$ cat config.mk
export PLATFORM = sky130hd
export DESIGN_NAME = femto_clkdiv
export DESIGN_NICKNAME = d
export VERILOG_FILES = /design/src/rtl/femto_clkdiv.sv
export SDC_FILE = /design/constraint.sdc
export NUM_CORES = 1
export LEC_CHECK = 0
export ABC_AREA = 1
export CORE_MARGIN = 8
export CORE_UTILIZATION = 40
export CTS_CLUSTER_SIZE = 16
export DETAILED_ROUTE_END_ITERATION = 16
export SKIP_CTS_REPAIR_TIMING = 1
export SYNTH_ARGS = -nofsm -noshare
export SYNTH_HDL_FRONTEND = slang
export SYNTH_SLANG_ARGS = --single-unit
$ cat constraint.sdc
create_clock -name clk -period 2 [get_ports clk]
set_input_delay 0.4 -clock clk [delete_from_list [all_inputs] [get_ports clk]]
set_output_delay 0.4 -clock clk [all_outputs]
set_load 0.1 [all_outputs]
$ cat src/rtl/femto_clkdiv.sv
// femto_clkdiv: lock-qualified reset sequencer plus NCH run-time programmable clock-enable dividers.
// Build macro CLKDIV_LOCKLOSS_CNT_EN adds the saturating lockloss_cnt output.
module femto_clkdiv #(
    parameter int                NCH         = 4,
    parameter int                DW          = 16,
    parameter logic [NCH*DW-1:0] DIV_INIT    = '0,
    parameter int                LOCK_CYCLES = 1024
) (
    input  logic           clk,
    input  logic           resetn,
    input  logic           pll_locked,
    input  logic           cfg_we,
    input  logic [2:0]     cfg_ch,
    input  logic [DW-1:0]  cfg_div,
    output logic [NCH-1:0] ce,
    output logic           rst_out_n,
    output logic           ready
`ifdef CLKDIV_LOCKLOSS_CNT_EN
    ,
    output logic [7:0]     lockloss_cnt
`endif
);

    localparam int            CW         = $clog2(LOCK_CYCLES + 1);
    localparam logic [CW-1:0] COUNT_LAST = CW'(LOCK_CYCLES - 1);

    typedef enum logic [1:0] {
        WAIT_LOCK = 2'd0,
        STABILIZE = 2'd1,
        RUN       = 2'd2
    } state_t;

    state_t        state, state_nxt;
    logic [CW-1:0] count, count_nxt;
    logic          lock_meta, lock_sync;
    logic          rst_q;
    logic          run_active;

    // pll_locked comes from another timing domain; two flops before anything decodes it.
    always_ff @(posedge clk or negedge resetn) begin
        if (!resetn) begin
            lock_meta <= 1'b0;
            lock_sync <= 1'b0;
        end else begin
            // NOTE: non-blocking so lock_sync takes the old lock_meta, giving a real 2-stage chain.
            lock_meta <= pll_locked;
            lock_sync <= lock_meta;
        end
    end

    always_ff @(posedge clk or negedge resetn) begin
        if (!resetn) begin
            state <= WAIT_LOCK;
            count <= '0;
            rst_q <= 1'b0;
        end else begin
            state <= state_nxt;
            count <= count_nxt;
            rst_q <= (state_nxt == RUN);
        end
    end

    always_comb begin
        // NOTE: defaults first so every path assigns every output and no latch is inferred.
        state_nxt = state;
        count_nxt = '0;
        case (state)
            WAIT_LOCK: begin
                if (lock_sync) state_nxt = STABILIZE;
            end
            STABILIZE: begin
                if (!lock_sync)                state_nxt = WAIT_LOCK;
                else if (count == COUNT_LAST)  state_nxt = RUN;
                else                           count_nxt = count + 1'b1;
            end
            RUN: begin
                if (!lock_sync) state_nxt = WAIT_LOCK;
            end
            default: state_nxt = WAIT_LOCK;
        endcase
    end

    // Gating with lock_sync drops the outputs in the very cycle the lock loss is seen,
    // one edge before the state register itself leaves RUN.
    assign run_active = (state == RUN) && lock_sync;
    assign ready      = run_active;
    assign rst_out_n  = rst_q && lock_sync;

    for (genvar i = 0; i < NCH; i++) begin : g_ch
        logic [DW-1:0] div_q;
        logic [DW-1:0] cnt_q;
        logic          hit;

        // Channel indices >= NCH never match, so such writes fall through harmlessly.
        assign hit   = cfg_we && (cfg_ch == 3'(i));
        assign ce[i] = run_active && (cnt_q == div_q);

        always_ff @(posedge clk or negedge resetn) begin
            if (!resetn) begin
                // NOTE: dividers are programmable registers, not a memory; they must reset to DIV_INIT.
                div_q <= DIV_INIT[i*DW +: DW];
                cnt_q <= '0;
            end else if (hit) begin
                div_q <= cfg_div;
                cnt_q <= '0;
            end else if (run_active && !ce[i]) begin
                cnt_q <= cnt_q + 1'b1;
            end else begin
                cnt_q <= '0;
            end
        end
    end

`ifdef CLKDIV_LOCKLOSS_CNT_EN
    logic [7:0] loss_q;

    always_ff @(posedge clk or negedge resetn) begin
        if (!resetn) begin
            loss_q <= '0;
        end else if ((state == RUN) && (state_nxt == WAIT_LOCK) && (loss_q != 8'hFF)) begin
            loss_q <= loss_q + 8'd1;
        end
    end

    assign lockloss_cnt = loss_q;
`endif

endmodule
---- Word level (Yosys, flattened, before mapping) ----
Index checks and enable logic that the tools add are counted.
word-level totals
  bits in registers ....................... 144
  input port bits ......................... 23
  output and inout bits ................... 6
  logic and storage cells ................. 65
operators by class
  $add $sub $neg .......................... 5
  equality and inequality tests ........... 11
  muxes and demuxes ....................... 16
  reductions and logical operators ........ 20
operators by type and width
  cell                                                   number
  two-way mux 16 bit                                     8
  adder 16 x 1 -> 16 bit, second input constant          4
  equality test 16 bit                                   4
  two-way mux 11 bit                                     3
  logical AND 1 bit                                      14
  adder 11 x 1 -> 11 bit, second input constant          1
  equality test 11 x 10 -> 1 bit, second input constant  1
  two-way mux 2 bit                                      4
  equality test 3 x 2 -> 1 bit, second input constant    2
  case mux 2 bit (3 select lines)                        1
  equality test 2 bit, second input constant             2
  zero test 1 bit                                        4
  equality test 3 x 1 -> 1 bit, second input constant    1
  zero test 3 bit                                        1
  equality test 2 x 1 -> 1 bit, second input constant    1
  zero test 2 bit                                        1

---- Longest topological paths before layout ----
  depth in word-level cells ............... 7
  gate-level depth with buffers ........... 10
  mapped depth without buffers ............ 9

---- Worst setup path before layout ----
Ideal clock, no wire load.
  path kind ............................... reg2out
  start point ............................. register g_ch[2].cnt_q[4]
  end point ............................... output port ce[2]
  arrival ................................. 2110 ps
  data required time ...................... 1600 ps
  setup slack ............................. -510 ps
  cell stages (with the launch flop) ...... 9
  path buffers ............................ 0
  cells stage by stage .................... dfrtp_1 inv_2 nand2_1 nand2_1 nor2_1 nand2_1 nor2_1 nand2_1 nor2_1
on the way
  cells in the longest elaborated chain, start to end .. 2
RTL lines
  what                      RTL line  text
  start: declaration        91        logic [DW-1:0] cnt_q;
  start signal: assignment  107       cnt_q <= cnt_q + 1'b1;
  equality test 16 bit      96        assign ce[i] = run_active && (cnt_q == div_q);
  logical AND 1 bit         96
  end: declaration          15        output logic [NCH-1:0] ce,
No other way between the ends.

---- Final worst setup path ----
  start point ............................. register g_ch[1].cnt_q[4]
  end point ............................... output port ce[1]
on the way
  cells in the longest elaborated chain, start to end .. 2
RTL lines
  what                      RTL line
  start: declaration        91
  start signal: assignment  107
  equality test 16 bit      96
  logical AND 1 bit         96
No other way between the ends.

==> flow_results.xml <==
<?xml version="1.0" encoding="UTF-8"?>
<metrics>
  <group name="cts">
    <metric name="clock_insertion_delay_worst_skew" unit="ns">0.43</metric>
    <metric name="worst_setup_hold_path_clk_slew" unit="ns">0.06</metric>
    <metric name="clock_sink_count" unit="">144</metric>
    <metric name="tritoncts" unit="">done</metric>
    <metric name="clock_path_buffers" unit="">2</metric>
    <metric name="tritoncts.num_buffers" unit="">17</metric>
    <metric name="cts_root_buf" unit="">clkbuf_16</metric>
    <metric name="cts_max_level" unit="">4</metric>
  </group>
  <group name="layout">
    <metric name="area_growth_syn_to_layout" unit="%">20.8</metric>
    <metric name="n_fill_cell" unit="">1798</metric>
    <metric name="num-nets-final" unit="">1122</metric>
    <metric name="num_antenna_cells" unit="">0</metric>
    <metric name="final_layout_size_suffix_gt1_frac" unit="">0.134</metric>
    <metric name="final_area" unit="sq um">9090</metric>
  </group>
  <group name="sta">
    <metric name="setup_violations" unit="">4</metric>
    <metric name="post-route-period-util" unit="">1.09</metric>
    <metric name="max_clock_freq" unit="MHz">461</metric>
    <metric name="fin_crit" unit="ns">2.17</metric>
    <metric name="fin_worst_skew" unit="ns">0.00992</metric>
    <metric name="postLayoutSetupSlackWorst" unit="ns">-0.171</metric>
    <metric name="relSlewSlack" unit="">0.689</metric>
    <metric name="max_slew.worst_pin.slew" unit="ns">0.462</metric>
    <metric name="final_hold_viol_count" unit="">0</metric>
    <metric name="count_of_final_max_slew_check_failures" unit="">0</metric>
    <metric name="rsz_0062_raised_after_global_routing" unit="">true</metric>
  </group>
  <group name="global_route">
    <metric name="grt_pass1_wl" unit="mm">29.4</metric>
    <metric name="grt_antenna_before_repair" unit="">0</metric>
    <metric name="overflow" unit="">0</metric>
    <metric name="groute.usage.overall" unit="">0.156</metric>
    <metric name="first_global_vias" unit="">6010</metric>
    <metric name="grt_max_degree" unit="">46</metric>
  </group>
  <group name="floorplanning">
    <metric name="die-area" unit="sq um">23500</metric>
    <metric name="core.rowCount" unit="">50</metric>
    <metric name="design.portCount" unit="">29</metric>
    <metric name="chipWidth" unit="um">153</metric>
    <metric name="die-height" unit="um">153</metric>
    <metric name="initial_core_util" unit="">0.405</metric>
    <metric name="placeableCoreArea" unit="sq um">18600</metric>
  </group>
  <group name="yosys">
    <metric name="synth.yosys.seq_area_share" unit="">0.479</metric>
    <metric name="post-synth-top-count-cell" unit="">nand2_1</metric>
    <metric name="syn-mean-instance-area" unit="sq um">7.32</metric>
    <metric name="synthFlopType" unit="">dfrtp_1</metric>
    <metric name="synthTopCellsByArea" unit="">dfrtp_1, nand2_1, inv_1</metric>
    <metric name="synth_enable_flop_cells" unit="">0</metric>
    <metric name="ys_top_cells_by_count" unit="">nand2_1, inv_1, nor2_1</metric>
    <metric name="synthesis.area" unit="sq um">7520</metric>
    <metric name="ys_warn_count" unit="">0</metric>
    <metric name="netlist-cell-type-count" unit="">27</metric>
    <metric name="post_synth_inst_count" unit="">1028</metric>
    <metric name="async_flop_share" unit="">1.00</metric>
    <metric name="synth_top_area_share" unit="">0.479</metric>
    <metric name="synth.ff_latch_count" unit="">144</metric>
    <metric name="synth_top_cell_by_area" unit="">dfrtp_1</metric>
    <metric name="post_synthesis_net_count" unit="">1056</metric>
  </group>
  <group name="placement">
    <metric name="buffer_ports.inserted" unit="">28</metric>
    <metric name="place_hpwl" unit="mm">12.4</metric>
    <metric name="post-place-ws" unit="ns">0.131</metric>
    <metric name="placedInstanceArea" unit="sq um">8220</metric>
    <metric name="gp_congestion" unit="">0.804</metric>
  </group>
  <group name="run_status">
    <metric name="violated_checks" unit="">setup timing</metric>
    <metric name="outcome" unit="">finished with violations</metric>
  </group>
  <group name="worst_setup_path">
    <metric name="cp_data_arrival_time" unit="ns">1.77</metric>
    <metric name="worst-setup-path-type" unit="">reg2out</metric>
    <metric name="crit_path_cell_trace" unit="">inv_2, nand2_1, nand2_1, nor2_1, nand2_1, nor2_1, nand2_2, nor2_4, buf_12</metric>
    <metric name="timing.critical_path.fanout_max" unit="">5</metric>
    <metric name="setup.worst_path.end_class" unit="">output pin</metric>
    <metric name="worstSetupStartpointType" unit="">flop</metric>
    <metric name="worstPathRequired" unit="ns">1.60</metric>
    <metric name="stage_delay_of_the_slowest_cell_on_the_critical_path" unit="ns">0.43</metric>
    <metric name="cpMostUsedCell" unit="">nand2_1</metric>
    <metric name="slowest_cp_cell" unit="">dfrtp_1</metric>
  </group>
  <group name="drt">
    <metric name="final_antenna_net_count" unit="">0</metric>
    <metric name="route.detailed.wl_per_inst" unit="um">12.9</metric>
    <metric name="vias_per_cell" unit="">4.61</metric>
    <metric name="drcViolationCount" unit="">0</metric>
    <metric name="finalWirelength" unit="mm">17.4</metric>
    <metric name="1st_pass_router_iterations" unit="">5</metric>
    <metric name="first_iter_violations" unit="">335</metric>
    <metric name="route.vias.total" unit="">6182</metric>
  </group>
  <group name="run">
    <metric name="maxCapViolCount" unit="">0</metric>
  </group>
  <group name="power">
    <metric name="vdd_ir_drop_max" unit="V">0.000582</metric>
    <metric name="power.total" unit="uW">7460</metric>
    <metric name="p_leak" unit="uW">0.00429</metric>
    <metric name="cellPowerDensity" unit="nW/um^2">821</metric>
  </group>
  <group name="worst_hold_path">
    <metric name="timing.hold.worst.class" unit="">reg2reg</metric>
  </group>
</metrics>
-- per-layer routing --
layer  part of all wire  GRT usage
met5                  0          0
met2               0.46      0.253
met3              0.033     0.0386
met1               0.49      0.200
met4              0.013     0.0495
-- cell usage in the layout, fill, tap and decap left out, types with 11 or more instances in the layout --
cell	instances
xor2_1	39
nor3_1	17
nor2_2	17
buf_4	31
nand2_1	331
clkdlybuf4s50_1	21
nor2_1	138
dfrtp_1	124
o21ai_0	71
inv_2	14
nand4_1	11
dfrtp_2	20
clkbuf_16	17
nand3_1	36
inv_1	147
-- critical path, delay by kind of cell (launching register included) --
family        cells  cell delay [ns]
flops             1             0.43
buf+inv           2             0.25
simple gates      7             0.67
-- cells by family after synthesis --
group / after synthesis / share of synthesized area
AND/OR/NAND/NOR: 577 / 0.313
buffers and inverters: 177 / 0.0923
flip-flops: 144 / 0.479
AO/OA/AOI/OAI: 79 / 0.0539
XOR/XNOR: 46 / 0.0536
adder cells (fa/ha/maj): 5 / 0.00832
-- where the power goes --
group          total [uW]  switching (uW)  internal (uW)
Combinational         852             497            355
Clock                3240            1310           1920
Sequential           3370             210           3160
Total                7460            2020           5440
-- metrics by stage --
stage	util	hold WS [ns]	TNS (ns)	instances
2_1_floorplan	-	0.104	0	1028
3_3_place_gp	0.442	0.347	0	1285
3_5_place_dp	0.442	0.347	0	1285
4_1_cts	0.475	-0.104	-1.17	1317
5_1_grt	0.489	0.373	-1.08	1341
6_report	0.489	0.365	-0.585	1341
-- flip-flops by register name, indices dropped and copies added (netlist names) --
signal      count
g_ch.cnt_q     64
lock_meta       1
rst_q           1
g_ch.div_q     64
count          11
state           2
lock_sync       1
-- worst paths after layout --
path,from,to,slack (ns),depth (start not counted)
max,g_ch[1].cnt_q[4],ce[1],-0.17,9
min,lock_meta,lock_sync,0.37,0
max reg2reg,count[0],count[7],0.33,6
min reg2reg,lock_meta,lock_sync,0.37,0
max in group asynchronous,resetn,g_ch[3].cnt_q[12],0.91,3
min in group asynchronous,resetn,g_ch[1].cnt_q[14],0.47,2
-- layout make-up --
| type | instances | area (sq um) | share of cell area |
|---|---|---|---|
| Clock inverter | 13 | 154 | 0.0169 |
| Inverter | 161 | 604 | 0.0665 |
| Multi-Input combinational cell | 707 | 3310 | 0.364 |
| Sequential cell | 144 | 3630 | 0.399 |
| Timing Repair Buffer | 63 | 644 | 0.0709 |
| Clock buffer | 19 | 453 | 0.0498 |
| Tap cell | 234 | 293 | 0.0322 |
Note: power is estimated with default switching activity, not from simulation.
